### src/rtl/dmem_arbiter.sv
// Shares the single data_memory port between the CPU path (A) and a DMA/debug loader (B).
// Build with DMEM_ARB_ADDR_CHECK_EN defined to add address range/alignment checking and a sticky err output.

module dmem_arbiter #(
    parameter int ADDR_W    = 32,
    parameter int DATA_W    = 32,
    parameter int MAX_LOCK  = 16,
    parameter int MEM_WORDS = 32
) (
    input  logic              clk,
    input  logic              rst,

    input  logic              a_req,
    input  logic              a_we,
    input  logic [ADDR_W-1:0] a_addr,
    input  logic [DATA_W-1:0] a_wdata,
    output logic              a_gnt,
    output logic              a_rvalid,
    output logic [DATA_W-1:0] a_rdata,

    input  logic              b_req,
    input  logic              b_we,
    input  logic              b_lock,
    input  logic [ADDR_W-1:0] b_addr,
    input  logic [DATA_W-1:0] b_wdata,
    output logic              b_gnt,
    output logic              b_rvalid,
    output logic [DATA_W-1:0] b_rdata,

    output logic              mem_read,
    output logic              mem_write,
    output logic [ADDR_W-1:0] mem_addr,
    output logic [DATA_W-1:0] mem_wdata,
    input  logic [DATA_W-1:0] mem_rdata
`ifdef DMEM_ARB_ADDR_CHECK_EN
    ,
    output logic              err
`endif
);

    // state     | meaning
    // ST_ARB    | round-robin between A and B, prio_b_q says who wins a tie
    // ST_LOCK_B | B owns the port; A is held off until b_lock drops or the lock budget runs out

    typedef enum logic {
        ST_ARB    = 1'b0,
        ST_LOCK_B = 1'b1
    } state_e;

    localparam int LOCK_W = (MAX_LOCK > 1) ? $clog2(MAX_LOCK) : 1;

    if (MAX_LOCK < 1 || MEM_WORDS < 1) begin : g_bad_params
        $error("dmem_arbiter: MAX_LOCK and MEM_WORDS must both be at least 1");
    end

    state_e              state_q, state_d;
    logic                prio_b_q, prio_b_d;
    logic [LOCK_W-1:0]   lock_left_q, lock_left_d;
    logic [ADDR_W-1:0]   last_addr_q, last_addr_d;
    logic [DATA_W-1:0]   last_wdata_q, last_wdata_d;
    logic                a_rvalid_q, a_rvalid_d;
    logic                b_rvalid_q, b_rvalid_d;
    logic [DATA_W-1:0]   a_rdata_q, a_rdata_d;
    logic [DATA_W-1:0]   b_rdata_q, b_rdata_d;
    logic                err_q, err_d;

    logic                a_gnt_c, b_gnt_c, any_gnt;
    logic                win_we;
    logic [ADDR_W-1:0]   win_addr;
    logic [DATA_W-1:0]   win_wdata;
    logic                addr_err;
    logic [DATA_W-1:0]   rd_value;

    always_comb begin
        a_gnt_c = 1'b0;
        b_gnt_c = 1'b0;
        if (!rst) begin
            if (state_q == ST_LOCK_B) begin
                b_gnt_c = b_req;
            end else if (a_req && b_req) begin
                a_gnt_c = ~prio_b_q;
                b_gnt_c = prio_b_q;
            end else begin
                a_gnt_c = a_req;
                b_gnt_c = b_req;
            end
        end
    end

    assign any_gnt   = a_gnt_c | b_gnt_c;
    assign win_we    = b_gnt_c ? b_we    : a_we;
    assign win_addr  = b_gnt_c ? b_addr  : a_addr;
    assign win_wdata = b_gnt_c ? b_wdata : a_wdata;

`ifdef DMEM_ARB_ADDR_CHECK_EN
    assign addr_err = any_gnt &&
                      (((win_addr >> 2) >= ADDR_W'(MEM_WORDS)) || (win_addr[1:0] != 2'b00));
`else
    assign addr_err = 1'b0;
`endif

    // A faulting access keeps its grant slot but never reaches the memory.
    assign mem_read  = any_gnt & ~win_we & ~addr_err;
    assign mem_write = any_gnt &  win_we & ~addr_err;
    assign mem_addr  = rst ? '0 : (any_gnt ? win_addr  : last_addr_q);
    assign mem_wdata = rst ? '0 : (any_gnt ? win_wdata : last_wdata_q);

    assign rd_value  = addr_err ? '0 : mem_rdata;

    always_comb begin
        state_d     = state_q;
        prio_b_d    = prio_b_q;
        lock_left_d = lock_left_q;

        case (state_q)
            ST_ARB: begin
                if (a_gnt_c) prio_b_d = 1'b1;
                if (b_gnt_c) prio_b_d = 1'b0;
                if (b_gnt_c && b_lock) begin
                    state_d     = ST_LOCK_B;
                    lock_left_d = LOCK_W'(MAX_LOCK - 1);
                end
            end
            ST_LOCK_B: begin
                if (!b_lock) begin
                    state_d     = ST_ARB;
                    prio_b_d    = 1'b0;
                    lock_left_d = '0;
                end else if (b_gnt_c) begin
                    // Terminal count: this grant is the last one the lock may take.
                    if (lock_left_q == '0) begin
                        state_d  = ST_ARB;
                        prio_b_d = 1'b0;
                    end else begin
                        lock_left_d = lock_left_q - LOCK_W'(1);
                    end
                end
            end
            default: begin
                state_d     = ST_ARB;
                prio_b_d    = 1'b0;
                lock_left_d = '0;
            end
        endcase
    end

    always_comb begin
        last_addr_d  = any_gnt ? win_addr  : last_addr_q;
        last_wdata_d = any_gnt ? win_wdata : last_wdata_q;

        a_rvalid_d = a_gnt_c & ~a_we;
        b_rvalid_d = b_gnt_c & ~b_we;
        a_rdata_d  = a_rvalid_d ? rd_value : a_rdata_q;
        b_rdata_d  = b_rvalid_d ? rd_value : b_rdata_q;

        err_d = err_q | addr_err;
    end

    always_ff @(posedge clk) begin
        if (rst) begin
            state_q      <= ST_ARB;
            prio_b_q     <= 1'b0;
            lock_left_q  <= '0;
            last_addr_q  <= '0;
            last_wdata_q <= '0;
            a_rvalid_q   <= 1'b0;
            b_rvalid_q   <= 1'b0;
            a_rdata_q    <= '0;
            b_rdata_q    <= '0;
            err_q        <= 1'b0;
        end else begin
            state_q      <= state_d;
            prio_b_q     <= prio_b_d;
            lock_left_q  <= lock_left_d;
            last_addr_q  <= last_addr_d;
            last_wdata_q <= last_wdata_d;
            a_rvalid_q   <= a_rvalid_d;
            b_rvalid_q   <= b_rvalid_d;
            a_rdata_q    <= a_rdata_d;
            b_rdata_q    <= b_rdata_d;
            err_q        <= err_d;
        end
    end

    assign a_gnt    = a_gnt_c;
    assign b_gnt    = b_gnt_c;
    assign a_rvalid = a_rvalid_q;
    assign b_rvalid = b_rvalid_q;
    assign a_rdata  = a_rdata_q;
    assign b_rdata  = b_rdata_q;

`ifdef DMEM_ARB_ADDR_CHECK_EN
    assign err = err_q;
`endif

endmodule
### config.mk
export PLATFORM = sky130hd
export DESIGN_NAME = dmem_arbiter
export DESIGN_NICKNAME = d
export VERILOG_FILES = /design/src/rtl/dmem_arbiter.sv
export SDC_FILE = /design/constraint.sdc
export NUM_CORES = 1
export LEC_CHECK = 0
export ABC_AREA = 1
export BUFFER_PORTS_ARGS = -buffer_cell sky130_fd_sc_hd__clkbuf_2
export CAP_MARGIN = 40
export CORE_AREA = 3 3 124 126
export DETAILED_ROUTE_END_ITERATION = 8
export DIE_AREA = 0 0 127 129
export GPL_ROUTABILITY_DRIVEN = 0
export PLACE_DENSITY = 0.88
export SLEW_MARGIN = 20
export SYNTH_ARGS = -nofsm -noshare
export SYNTH_HDL_FRONTEND = slang
export SYNTH_SLANG_ARGS = --single-unit
### constraint.sdc
create_clock -name clk -period 1.6 [get_ports clk]
set_input_delay 0.32 -clock clk [delete_from_list [all_inputs] [get_ports clk]]
set_output_delay 0.32 -clock clk [all_outputs]
set_load 0.02 [all_outputs]
==> metrics.md <==
| Metric | Value |
|---|---|
| Status | complete, but fails checks |
| Failing checks | negative setup slack |
| Total Routing Usage GR | 26.0% |
| Seq cells post-synth | 136 |
| Lkg Pwr | 5.18 nW |
| Row Count | 44 |
| Ant diodes | 0 |
| Hold_ws | 0.116 ns |
| Register share of total power | 36.6% |
| Ys flop type | dfxtp_1 |
| Clock Skew | 0.0138 ns |
| Antenna violations before repair | 0 |
| Share of cells above drive strength 1 | 48.0% |
| CP required | 1.28 ns |
| Wire per inst | 18.1 um |
| Yosys top cell area share | 45.1% |
| Clk sinks | 136 |
| Vias | 7510 |
| Remaining Overflow, GRT | 0 |
| Residual DRC | 0 |
| CTS Buffer Depth | 2 |
| Number of DRC markers in iteration 0 | 492 |
| Synth cell count leaders | 334 x nand2_1, 138 x inv_1, 136 x dfxtp_1 |
| DRT Pass-1 Iters | 5 |
| Reg area | 2730 um^2 |
| Final worst setup slack | -0.806 ns |
| Yosys warning count | 0 |
| Area Overhead vs Synth | 80.1% |
| Post-route minimum period | 2.41 ns |
| Worst-Margin Slew | 0.657 ns |
| Sw power | 3.20 mW |
| Most frequent cell after synthesis | nand2_1 |
| Largest cells by area after synthesis | dfxtp_1 45%, nand2_1 21%, inv_1 8.6%, a21oi_1 8.0%, o21ai_0 7.4% |
| Combinational power share | 26.8% |
| Die Span X | 127 um |
| HPWL Detailed | 13800 um |
| Worst EP arrival | 2.09 ns |
| Nature of the critical path startpoint | flop |
| CTS tree | built |
| Die Area | 16400 um^2 |
| Area leader, netlist | dfxtp_1 |
| Post-Syn Nets | 1077 |
| Largest net degree at the start of global routing | 61 |
| Vias in the first global route | 7086 |
| Post-synth EDFFs | 0 |
| RSZ-0062 raised after global routing | true |
| Root buffer cell | clkbuf_16 |
| Power per Cell Area | 935 nW/um^2 |
| Sequential area share after synthesis | 45.1% |
| Max cap viols | 0 |
| Internal power | 6.97 mW |
| Worst Path Class, Setup | reg -> out |
| Final non-filler cell total | 1439 |
| Cell Area, Synth | 6040 um^2 |
| Async S/R FF share, synth | 0% |
| H-tree Lvls | 4 |
| Nets | 1412 |
| I/O pin count | 301 |
| Post-Syn Area per Cell | 6.65 um^2 |
| First-pass GRT wire length | 34400 um |
| Fin. max-slew vios | 0 |
| Core Area | 14400 um^2 |
| Multi-input logic area | 3660 um^2 |
| Slew margin rel. | 56.2% |
| Switch share | 31.4% |
| Starting Density | 41.9% |
| Die Y | 129 um |
| Vias/cell | 5.22 |
| Setup violators final | 70 |
| Syn Inst Count | 908 |
| Hold crit path type | in -> reg |
| Max Freq | 416 MHz |
| Post-Place Worst Slack | -0.357 ns |
| Clock Pin Slew Worst Setup and Hold Paths | 0.06 ns |
| Worst-Skew Late Latency | 0.42 ns |
| CP Max Fanout | 5 |
| TritonCTS buffer count | 17 |
| Post-Place Cells | 1373 |
| Drt total wl | 26100 um |
| CTS hold repair buffers | 0 |
| Period Utilization, post-route | 150% |
| Final hold vios | 0 |
| # fillers | 903 |
| IO buf count | 300 |
| Synth cell types | 23 |
| Critical Path Sink Type | output port |
| Peak supply drop | 0.870 mV |
| Clock power frac | 36.5% |
| ANT nets after route | 0 |
worst max-delay path, cell delays in order, from the launching register on:
cell and delay, ns:
dfxtp_4 0.37, nor2_4 0.13, nand3_4 0.14, buf_12 0.17
buf_4 0.14, o21ai_2 0.25, nand2_1 0.17, a21oi_4 0.18
buf_8 0.13
cell usage in the layout, fill, tap and decap left out, types with 3 or more instances in the layout:
cell / netlist / routed
nand3_1: 17 / 15
inv_2: 1 / 4
inv_1: 138 / 135
dfxtp_1: 136 / 134
nand2_1: 334 / 232
nor2_1: 17 / 15
clkinv_2: 2 / 3
buf_6: 3 / 11
o21ai_0: 89 / 54
clkbuf_8: 0 / 26
nor2_4: 1 / 5
clkinvlp_4: 0 / 3
buf_8: 0 / 36
a21oi_4: 1 / 60
clkbuf_2: 0 / 232
nand2_4: 0 / 25
a21oi_1: 96 / 34
nand2_2: 4 / 81
o21ai_1: 8 / 27
buf_12: 0 / 17
o21ai_2: 0 / 15
buf_4: 10 / 36
inv_6: 0 / 5
a21oi_2: 0 / 3
clkbuf_16: 0 / 25
buf_16: 0 / 6
power by group through the flow:
stage	Clock [mW]	Sequential [mW]	Combinational, mW
after global placement	0	3.75	1.85
after detailed placement	0	3.76	1.88
after floorplan	0	3.83	1.14
after global routing	3.94	3.74	2.87
after CTS	3.74	3.69	2.32
final	3.71	3.72	2.73
cell type report:
type / count / share of cell area [%]
flip-flops and latches: 136 / 25.1
clock inverters: 13 / 1.10
repair buffers: 372 / 29.0
well taps: 184 / 2.12
multi-input cells: 575 / 33.7
clock buffers: 18 / 3.95
inverters: 141 / 5.03
cells by family (layout without fill, tap and decap cells):
kind of cell,Yosys count,count (layout),synth area share (%)
compound gates,194,194,16.3
xor+xnor,1,1,0.145
fa+ha+maj,2,2,0.414
buf+inv,197,544,13.7
flops,136,136,45.1
simple gates,378,378,24.4
flip-flops by register name (all words and copies together) (netlist names):
register      count
last_wdata_q     32
state_q           1
last_addr_q      32
b_rdata          32
b_rvalid          1
prio_b_q          1
lock_left_q       4
a_rdata          32
a_rvalid          1
timing repair:
item | CTS | global route
endpoints found under the setup margin | 77 | 104
gates cloned | 6 | 10
resized for setup | 209 | 166
hold endpoints to repair | 0 | 0
setup buffers | 13 | 6
pin swaps | 22 | 30
metal layers:
metal | GRT usage (%) | part of all wire (%) | wire length (um) | vias up
met5 | 0 | 0 | 0 | -
met4 | 12.0 | 5.9 | 1540 | 0
met3 | 7.26 | 10 | 2690 | 137
met2 | 47.4 | 49 | 12800 | 509
met1 | 27.9 | 35 | 9070 | 3407
li1 | - | - | - | 3457
metrics by stage:
stage	setup TNS [ns]	cell area (um^2)	power (mW)	util, %
floorplan	-4.04	6760	4.97	-
global placement	-22.77	8590	5.60	59.6
detailed placement	-25.27	8590	5.64	59.6
CTS	-39.34	10200	9.75	70.6
global route	-49.17	10900	10.5	75.4
finish	-42.00	10900	10.2	75.4
final timing paths:
path	startpoint	end	slack [ns]	depth (start not counted)
worst max register to register	state_q	last_wdata_q[27]	-0.01	7
worst max-delay path	state_q	mem_wdata[27]	-0.81	8
worst min register to register	b_rdata[30]	b_rdata[30]	0.46	2
worst min-delay path	mem_rdata[17]	a_rdata[17]	0.12	3
No activity file was read; power rests on OpenSTA's default activity.
